## src/rtl/imm_li_encoder.sv

```systemverilog
// Load-immediate expander: turns (rd, 32-bit value) into an RV32I LUI/ADDI word stream.
// Optional short encodings (single ADDI or single LUI) are enabled by defining IMM_LI_SHORT_EN.
module imm_li_encoder #(
    parameter int WORD_LEN = 32,
    parameter int REG_W    = 5
) (
    input  logic                clk,
    input  logic                rstn,
    input  logic                req_valid,
    output logic                req_ready,
    input  logic [REG_W-1:0]    req_rd,
    input  logic [WORD_LEN-1:0] req_value,
    output logic                instr_valid,
    input  logic                instr_ready,
    output logic [WORD_LEN-1:0] instr_data,
    output logic                instr_last
);

    typedef enum logic [1:0] {
        IDLE      = 2'd0,
        EMIT_LUI  = 2'd1,
        EMIT_ADDI = 2'd2
    } state_t;

    localparam logic [WORD_LEN-1:0] NOP_WORD = 32'h0000_0013;

    function automatic logic [WORD_LEN-1:0] enc_lui(input logic [19:0] hi20,
                                                    input logic [REG_W-1:0] rd);
        return {hi20, rd, 7'b0110111};
    endfunction

    function automatic logic [WORD_LEN-1:0] enc_addi(input logic [11:0] lo12,
                                                     input logic [REG_W-1:0] rs1,
                                                     input logic [REG_W-1:0] rd);
        return {lo12, rs1, 3'b000, rd, 7'b0010011};
    endfunction

    state_t                state_r, state_s;
    logic [REG_W-1:0]      rd_r, rd_s;
    logic [11:0]           lo12_r, lo12_s;
    logic [WORD_LEN-1:0]   instr_data_r, data_s;
    logic                  instr_last_r, last_s;
    logic                  instr_valid_r, valid_s;
    logic                  req_ready_r, ready_s;
    logic [19:0]           hi20_s;
`ifdef IMM_LI_SHORT_EN
    logic                  small_s;
`endif

    // Upper part rounded so the sign-extended lo12 of ADDI lands on the exact value.
    assign hi20_s = req_value[31:12] + {19'd0, req_value[11]};
`ifdef IMM_LI_SHORT_EN
    assign small_s = (&req_value[31:11]) | (~|req_value[31:11]);
`endif

    assign req_ready   = req_ready_r;
    assign instr_valid = instr_valid_r;
    assign instr_data  = instr_data_r;
    assign instr_last  = instr_last_r;

    // Next-state and next-output logic; outputs are computed one cycle ahead and registered.
    always_comb begin
        state_s = state_r;
        rd_s    = rd_r;
        lo12_s  = lo12_r;
        data_s  = instr_data_r;
        last_s  = instr_last_r;
        valid_s = instr_valid_r;
        ready_s = req_ready_r;
        case (state_r)
            IDLE: begin
                if (req_valid && req_ready_r) begin
                    rd_s    = req_rd;
                    lo12_s  = req_value[11:0];
                    valid_s = 1'b1;
                    ready_s = 1'b0;
                    if (req_rd == {REG_W{1'b0}}) begin
                        state_s = EMIT_ADDI;
                        data_s  = NOP_WORD;
                        last_s  = 1'b1;
                    end
`ifdef IMM_LI_SHORT_EN
                    else if (small_s) begin
                        state_s = EMIT_ADDI;
                        data_s  = enc_addi(req_value[11:0], {REG_W{1'b0}}, req_rd);
                        last_s  = 1'b1;
                    end else if (req_value[11:0] == 12'd0) begin
                        state_s = EMIT_LUI;
                        data_s  = enc_lui(hi20_s, req_rd);
                        last_s  = 1'b1;
                    end
`endif
                    else begin
                        state_s = EMIT_LUI;
                        data_s  = enc_lui(hi20_s, req_rd);
                        last_s  = 1'b0;
                    end
                end else begin
                    ready_s = 1'b1;
                    valid_s = 1'b0;
                end
            end
            EMIT_LUI: begin
                if (instr_ready && instr_last_r) begin
                    state_s = IDLE;
                    valid_s = 1'b0;
                    ready_s = 1'b1;
                    data_s  = {WORD_LEN{1'b0}};
                    last_s  = 1'b0;
                end else if (instr_ready) begin
                    state_s = EMIT_ADDI;
                    data_s  = enc_addi(lo12_r, rd_r, rd_r);
                    last_s  = 1'b1;
                end else begin
                    state_s = EMIT_LUI;
                end
            end
            EMIT_ADDI: begin
                if (instr_ready) begin
                    state_s = IDLE;
                    valid_s = 1'b0;
                    ready_s = 1'b1;
                    data_s  = {WORD_LEN{1'b0}};
                    last_s  = 1'b0;
                end else begin
                    state_s = EMIT_ADDI;
                end
            end
            default: begin
                state_s = IDLE;
                valid_s = 1'b0;
                ready_s = 1'b1;
                data_s  = {WORD_LEN{1'b0}};
                last_s  = 1'b0;
            end
        endcase
    end

    // State, captured request and registered stream outputs.
    always_ff @(posedge clk or negedge rstn) begin
        if (!rstn) begin
            state_r       <= IDLE;
            rd_r          <= {REG_W{1'b0}};
            lo12_r        <= 12'd0;
            instr_data_r  <= {WORD_LEN{1'b0}};
            instr_last_r  <= 1'b0;
            instr_valid_r <= 1'b0;
            req_ready_r   <= 1'b1;
        end else begin
            state_r       <= state_s;
            rd_r          <= rd_s;
            lo12_r        <= lo12_s;
            instr_data_r  <= data_s;
            instr_last_r  <= last_s;
            instr_valid_r <= valid_s;
            req_ready_r   <= ready_s;
        end
    end

endmodule
```

## config.mk

```make
export PLATFORM = sky130hd
export DESIGN_NAME = imm_li_encoder
export DESIGN_NICKNAME = d
export VERILOG_FILES = /design/src/rtl/imm_li_encoder.sv
export SDC_FILE = /design/constraint.sdc
export NUM_CORES = 1
export LEC_CHECK = 0
export ABC_AREA = 0
export CORE_AREA = 2 2 111 70
export CTS_CLUSTER_DIAMETER = 120
export DETAILED_ROUTE_END_ITERATION = 6
export DIE_AREA = 0 0 113 72
export GPL_TIMING_DRIVEN = 1
export PLACE_DENSITY = 0.68
export RECOVER_POWER = 25
export SETUP_SLACK_MARGIN = 0.5
export SLEW_MARGIN = 20
export SYNTH_ARGS = -nofsm -noshare
export SYNTH_HDL_FRONTEND = slang
export SYNTH_SLANG_ARGS = --single-unit
```

## constraint.sdc

```tcl
create_clock -name clk -period 1.5 [get_ports clk]
set_input_delay 0.375 -clock clk [delete_from_list [all_inputs] [get_ports clk]]
set_output_delay 0.375 -clock clk [all_outputs]
set_load 0.01 [all_outputs]
```

==> metrics.yaml, run 1 <==
final_cells: 500
post-route-min-period_ps: 1580
route.detailed.drc: 6
grt_pass1_wl_mm: 13.6
cp_max_fo: 7
clk_path_buf_depth: 2
path_cells: "buf_6, or4_4, nor2_4, nor3_4, a221oi_2, a21oi_1"
io_pins: 76
nNetsFinal: 451
multi_input_area_um2: 1700
avgSynthCellArea_um2: 10.4
slew_violations: 0
area_growth_pct: 89.1
grt_max_degree: 20
vias_per_cell: 5.42
cts_root_buf: "clkbuf_16"
cts_tree: "yes"
num_rows: 24
cpMaxStageDelayCell: "or4_4"
start_util_pct: 35.4
clock_sinks: 49
slew_headroom_pct: 23.8
fillCellCount: 501
place_congestion: 0.871
tightest_slew_ps: 1140
start_kind: "input port"
post-place-cells: 446
htreeDepth: 2
syn_area_um2: 2510
drv_cap: 0
fin_setup_tns_ps: -379
clk-insertion-delay-late_ps: 290
vias: 2708
cp.required_ps: 1660
peakVddDrop_mv: 0.768
die_height_um: 72
yosysSeqAreaShare_pct: 48.9
power_density_nw_per_um2: 2020
first_pass_iters: 7
rsz0062_at_grt: "true"
synthCells: 242
dieArea_um2: 8140
arrival_ps: 1740
cp_top_family: "simple AND/OR/NAND/NOR gates"
run_status: "finished, violations left"
antenna_found_initial: 0
core_area_um2: 7090
design_area_um2: 4750
ff_latch_area_um2: 1230
fp.dieW_um: 113
ys_warn_count: 0
finalSetupViolations: 24
worstSetupPathType: "input port to flop"
ys_ff_latch: 49
post-dp-hpwl_mm: 5.70
post_drt_wl_per_cell_um: 19.4
endpoint_kind: "flop"
path_buf_inv: 1
p_leak_nw: 2.15
antenna_cells: 0
period_share_pct: 106
yosysUniqueCellTypes: 42
final.setup_skew_ps: 3.50
grt_pass1_vias: 2562
antenna_left: 0
routed_wl_mm: 9.70
slowest_delay_ps: 580
cts_hold_buf: 0
grtUsageTotal_pct: 21.6
clk_pin_slew_ps: 70
io_buffers: 73
utilization_pct: 67.0
hold_path.class: "input port to async pin"
layout-drive-gt1-share_pct: 63.1
drtIter0Drc: 202
violations: "DRC, setup timing"
placed_cell_area_um2: 3830
setup_slack_ps: -83.4
max_clock_freq_mhz: 632
finalHoldViolCount: 0
numCtsBuffers: 5
overflow: 0
## stage by stage
stage	total power [W]	setup slack, ps	hold slack, ps
after floorplan	0.00429	-102	79.4
after global placement	0.00601	-646	368
after detailed placement	0.00611	-754	377
after CTS	0.00850	-35.8	68.7
after global routing	0.0100	-87.6	324
final	0.00960	-83.4	285
## path summary, 6_finish.rpt
kind,startpoint,to,slack [ps],cells past startpoint
max,req_rd[2],instr_data[26]$_DFFE_PN0P_,-80,6
min,rstn,instr_data[7]$_DFFE_PN0P_,290,1
max reg2reg,state_r[0]$_DFFE_PN0P_,instr_data[26]$_DFFE_PN0P_,-40,6
min reg2reg,instr_valid$_DFFE_PN0P_,instr_valid$_DFFE_PN0P_,490,1
max in group asynchronous,rstn,lo12_r[7]$_DFFE_PN0P_,260,2
min in group clk,req_rd[1],rd_r[1]$_DFFE_PN0P_,320,2
## per-layer routing
layer / wire length, um / up-vias / GRT usage (%)
met4: 184 / 0 / 4.61
li1: - / 1207 / -
met1: 4180 / 1355 / 31.6
met5: 0 / - / 0
met2: 4550 / 124 / 33.4
met3: 788 / 22 / 4.51
## sequential cells by signal, indices dropped and copies added, names as in the netlist
name and flops:
instr_last 1, state_r 2, lo12_r 12, instr_data 27, instr_valid 1, rd_r 5, req_ready 1
## cell families after synthesis
group | Yosys count | synth area share, %
AND/OR/NAND/NOR | 74 | 16.4
AO/OA/AOI/OAI | 58 | 15.1
flip-flops | 49 | 48.9
buffers and inverters | 22 | 4.19
XOR/XNOR | 19 | 6.63
multiplexers | 17 | 7.62
adder cells (fa/ha/maj) | 2 | 0.996
other | 1 | 0.149
## Yosys cell counts, drive strengths merged
cell type	instances	share of area (%)
a21o	2	0.60
a21oi	12	2.4
a221oi	2	0.70
a22o	2	0.70
a22oi	13	3.9
a311oi	1	0.35
a31oi	1	0.25
and3	2	0.50
buf	8	2.1
clkbuf	9	1.3
conb	1	0.15
dfrtp	48	48
dfstp	1	1.0
ha	2	1.0
inv	5	0.75
mux2	17	7.6
nand2	29	4.3
nand2b	2	0.50
nand3	4	1.0
nand4	5	2.1
nor2	8	1.2
nor2b	6	1.5
nor3	8	2.0
nor4	7	2.3
o21ai	16	3.5
o21bai	1	0.30
o221ai	2	0.70
o22ai	1	0.25
o31ai	5	1.5
or2	1	0.25
or4	2	0.75
xnor2	13	4.5
xor2	6	2.1
## worst reg2reg max path: stages, from the launching register on
cell,delay (ps)
dfrtp_2,510
buf_6,160
nand2b_4,100
a21oi_4,60
buf_4,160
a221oi_2,320
a21oi_1,100
## cell type report
type                    count  share of cell area (%)
clock buffers               6                    2.92
clock inverters             2                   0.790
inverters                   5                   0.395
repair buffers            175                    31.9
multi-input cells         172                    35.7
well taps                  91                    2.40
flip-flops and latches     49                    25.9
## power breakdown
part	leakage, nW	internal (W)	switching [W]
registers	0.603	0.00197	0.000516
clock network	0.0831	0.000833	0.000507
logic	1.46	0.00309	0.00269
## cell usage in the layout, fill, tap and decap left out, types with 3 or more instances in the layout
cell,n
a21oi_1,7
nand2_2,9
a22oi_2,4
buf_8,3
nor2_1,6
dlygate4sd2_1,5
o21ai_2,11
buf_6,42
buf_2,33
xnor2_1,11
buf_4,70
nand4_1,3
nor3_4,3
nor2b_1,5
nand2_1,16
xor2_1,6
clkdlybuf4s50_1,14
clkbuf_16,6
o21ai_1,3
mux2_2,8
a21oi_2,3
o31ai_4,3
nor3_2,4
mux2_4,9
dfrtp_1,46
inv_1,4
a22oi_1,9
nand2_4,4
nor4_4,5
## timing repair
action | in CTS | in global routing
setup endpoints to repair | 82 | 82
gates resized for setup | 318 | 39
setup buffers | 26 | 16
pin swaps | 42 | 13
hold endpoints to repair | 0 | 0
gates cloned | 2 | 2
Power figures use the tool's default switching activity.
==> run 2, diff against run 1 <==
Settings changed: CORE_AREA 2 2 111 70 to 2 2 90 57, DIE_AREA 0 0 113 72 to 0 0 92 59, DONT_BUFFER_PORTS from default to 1, PLACE_DENSITY 0.68 to 0.75.
==> run 2 against run 1 <==
Critical endpoint is now rd_r[4]$_DFFE_PN0P_. Core utilization grew 14 points. Global-route usage grew 6.5 points. Setup slack gained 26 ps. Total power shrank 13%. Fmax grew 1.6%. The run ends with hold timing, setup timing left. First-iteration DRC count shrank 6.9%. Clock-buffer cell count shrank 1. Clock skew grew 8.2 ps. Final cell count shrank 29%.
==> metrics.yaml, run 2 (synthesis results as in run 1) <==
run_status: "finished, violations left"  # unchanged
violations: "hold timing, setup timing"  # was DRC, setup timing
swShare_pct: 40.1  # was 38.7%
power_density_nw_per_um2: 2280  # was 2020 nW/um^2
cp.required_ps: 1700  # was 1660 ps
first_pass_iters: 5  # was 7
final.setup_skew_ps: 11.7  # was 3.50 ps
internal_power_w: 0.00500  # was 0.00589 W
drv_cap: 0  # unchanged
vias_per_cell: 6.46  # was 5.42
dieArea_um2: 5430  # was 8140 um^2
power_frac_comb_pct: 55.2  # was 60.2%
grt_pass1_wl_mm: 11.5  # was 13.6 mm
nNetsFinal: 335  # was 451
arrival_ps: 1750  # was 1740 ps
period_share_pct: 104  # was 106%
cp_max_fo: 6  # was 7
start_kind: "flop"  # was input port
hold_ws_ps: -252  # was 285 ps
overflow: 0  # unchanged
grtUsageTotal_pct: 28.1  # was 21.6%
vias: 2294  # was 2708
rsz0062_at_grt: "true"  # unchanged
antenna_left: 0  # unchanged
post-dp-hpwl_mm: 4.70  # was 5.70 mm
routed_wl_mm: 8.53  # was 9.70 mm
p_clk_share_pct: 11.3  # was 14.0%
worstSetupPathType: "flop to flop"  # was input port to flop
post_drt_wl_per_cell_um: 24.0  # was 19.4 um
finalHoldViolCount: 49  # was 0
p_leak_nw: 1.52  # was 2.15 nW
area_growth_pct: 45.8  # was 89.1%
cts_tree: "yes"  # unchanged
grt_pass1_vias: 2161  # was 2562
slew_violations: 0  # unchanged
utilization_pct: 81.1  # was 67.0%
place_congestion: 0.915  # was 0.871
cts_root_buf: "clkbuf_8"  # was clkbuf_16
fin_setup_tns_ps: -1030  # was -379 ps
seqPwrFrac_pct: 33.5  # was 25.9%
drtIter0Drc: 188  # was 202
p_sw_w: 0.00334  # was 0.00371 W
die_height_um: 59  # was 72 um
layout_common_cells: "dfrtp_1, buf_4, nand2_1, buf_6, mux2_4"  # was buf_4, dfrtp_1, buf_6
antenna_cells: 0  # unchanged
largest_reg_flops: 27  # unchanged
fp.dieW_um: 92  # was 113 um
clk_pin_slew_ps: 90  # was 70 ps
clk-insertion-delay-late_ps: 320  # was 290 ps
num_rows: 19  # was 24
grt_max_degree: 50  # was 20
htreeDepth: 2  # unchanged
core_area_um2: 4520  # was 7090 um^2
post-route-min-period_ps: 1560  # was 1580 ps
start_util_pct: 55.6  # was 35.4%
finalSetupViolations: 32  # was 24
peakVddDrop_mv: 1.40  # was 0.768 mV
mostFrequentLayoutCell: "dfrtp_1"  # was buf_4
hold_path.class: "input port to async pin"  # unchanged
clk_path_buf_depth: 2  # unchanged
numCtsBuffers: 5  # unchanged
max_clock_freq_mhz: 642  # was 632 MHz
setup_slack_ps: -57.7  # was -83.4 ps
clock_sinks: 49  # unchanged
endpoint_kind: "flop"  # unchanged
io_buffers: 0  # was 73
layout-drive-gt1-share_pct: 53.1  # was 63.1%
io_pins: 76  # unchanged
antenna_found_initial: 0  # unchanged
route.detailed.drc: 0  # was 6
[run 2: power by group through the flow]
stage	registers (W)	clock network [W]	logic (W)
final	0.00280	0.000941	0.00460
after floorplan	0.00245	0	0.00184
after CTS	0.00269	0.000950	0.00323
after global placement	0.00265	0	0.00239
after detailed placement	0.00267	0	0.00247
after global routing	0.00287	0.00100	0.00483
[run 2: worst paths after layout]
kind / endpoint / slack, ps / depth (start not counted) / startpoint
worst max-delay path: rd_r[4]$_DFFE_PN0P_ / -60 / 5 / req_ready$_DFFE_PN1P_
worst min-delay path: instr_data[25]$_DFFE_PN0P_ / -250 / 0 / rstn
worst max register to register: rd_r[4]$_DFFE_PN0P_ / -60 / 5 / req_ready$_DFFE_PN1P_
worst min register to register: instr_data[30]$_DFFE_PN0P_ / 530 / 2 / lo12_r[10]$_DFFE_PN0P_
max in group asynchronous: req_ready$_DFFE_PN1P_ / 1560 / 0 / rstn
min in group clk: lo12_r[10]$_DFFE_PN0P_ / 200 / 1 / req_value[10]
[run 2: layout make-up]
cell class              instances  area (um^2)
repair buffers                 59          619
clock inverters                 2         35.0
multi-input cells             172         1610
fillers                       227          856
flip-flops and latches         49         1230
inverters                       5         18.8
clock buffers                   5         68.8
well taps                      63         78.8
[run 2: critical path: stages (launching register included)]
cell,delay (ps)
dfstp_2,580
nand2_4,80
nor3_4,200
buf_6,150
buf_12,130
mux2_4,300
[run 2: what timing repair did]
action / CTS / global route
setup buffers: 9 / 11
gates resized for setup: 41 / 65
hold endpoints to repair: 49 / 49
pin swaps: 11 / 16
gates cloned: 2 / 3
endpoints found under the setup margin: 82 / 82
[run 2: per-stage QoR]
stage	instances	setup slack [ps]	total power (W)	instance area (um^2)
2_1_floorplan	243	-102	0.00429	2640
3_3_place_gp	323	-101	0.00504	2890
3_5_place_dp	323	-135	0.00515	2890
4_1_cts	341	15.8	0.00687	3250
5_1_grt	355	-98.1	0.00870	3660
6_report	355	-57.7	0.00834	3660
[run 2: routing by layer]
| metal | up-vias | track usage (%) | share of wire, % |
|---|---|---|---|
| met4 | 0 | 7.89 | 2.2 |
| met2 | 149 | 44.7 | 46 |
| met3 | 26 | 10.9 | 11 |
| li1 | 967 | - | - |
| met1 | 1152 | 36.5 | 40 |
| met5 | - | 0 | 0 |
==> run 3, diff against run 2 <==
Settings changed: SLEW_MARGIN 20 to 0.
==> results of run 3 <==
Same layout as run 2: the final DEF is identical, and so are final timing and power.
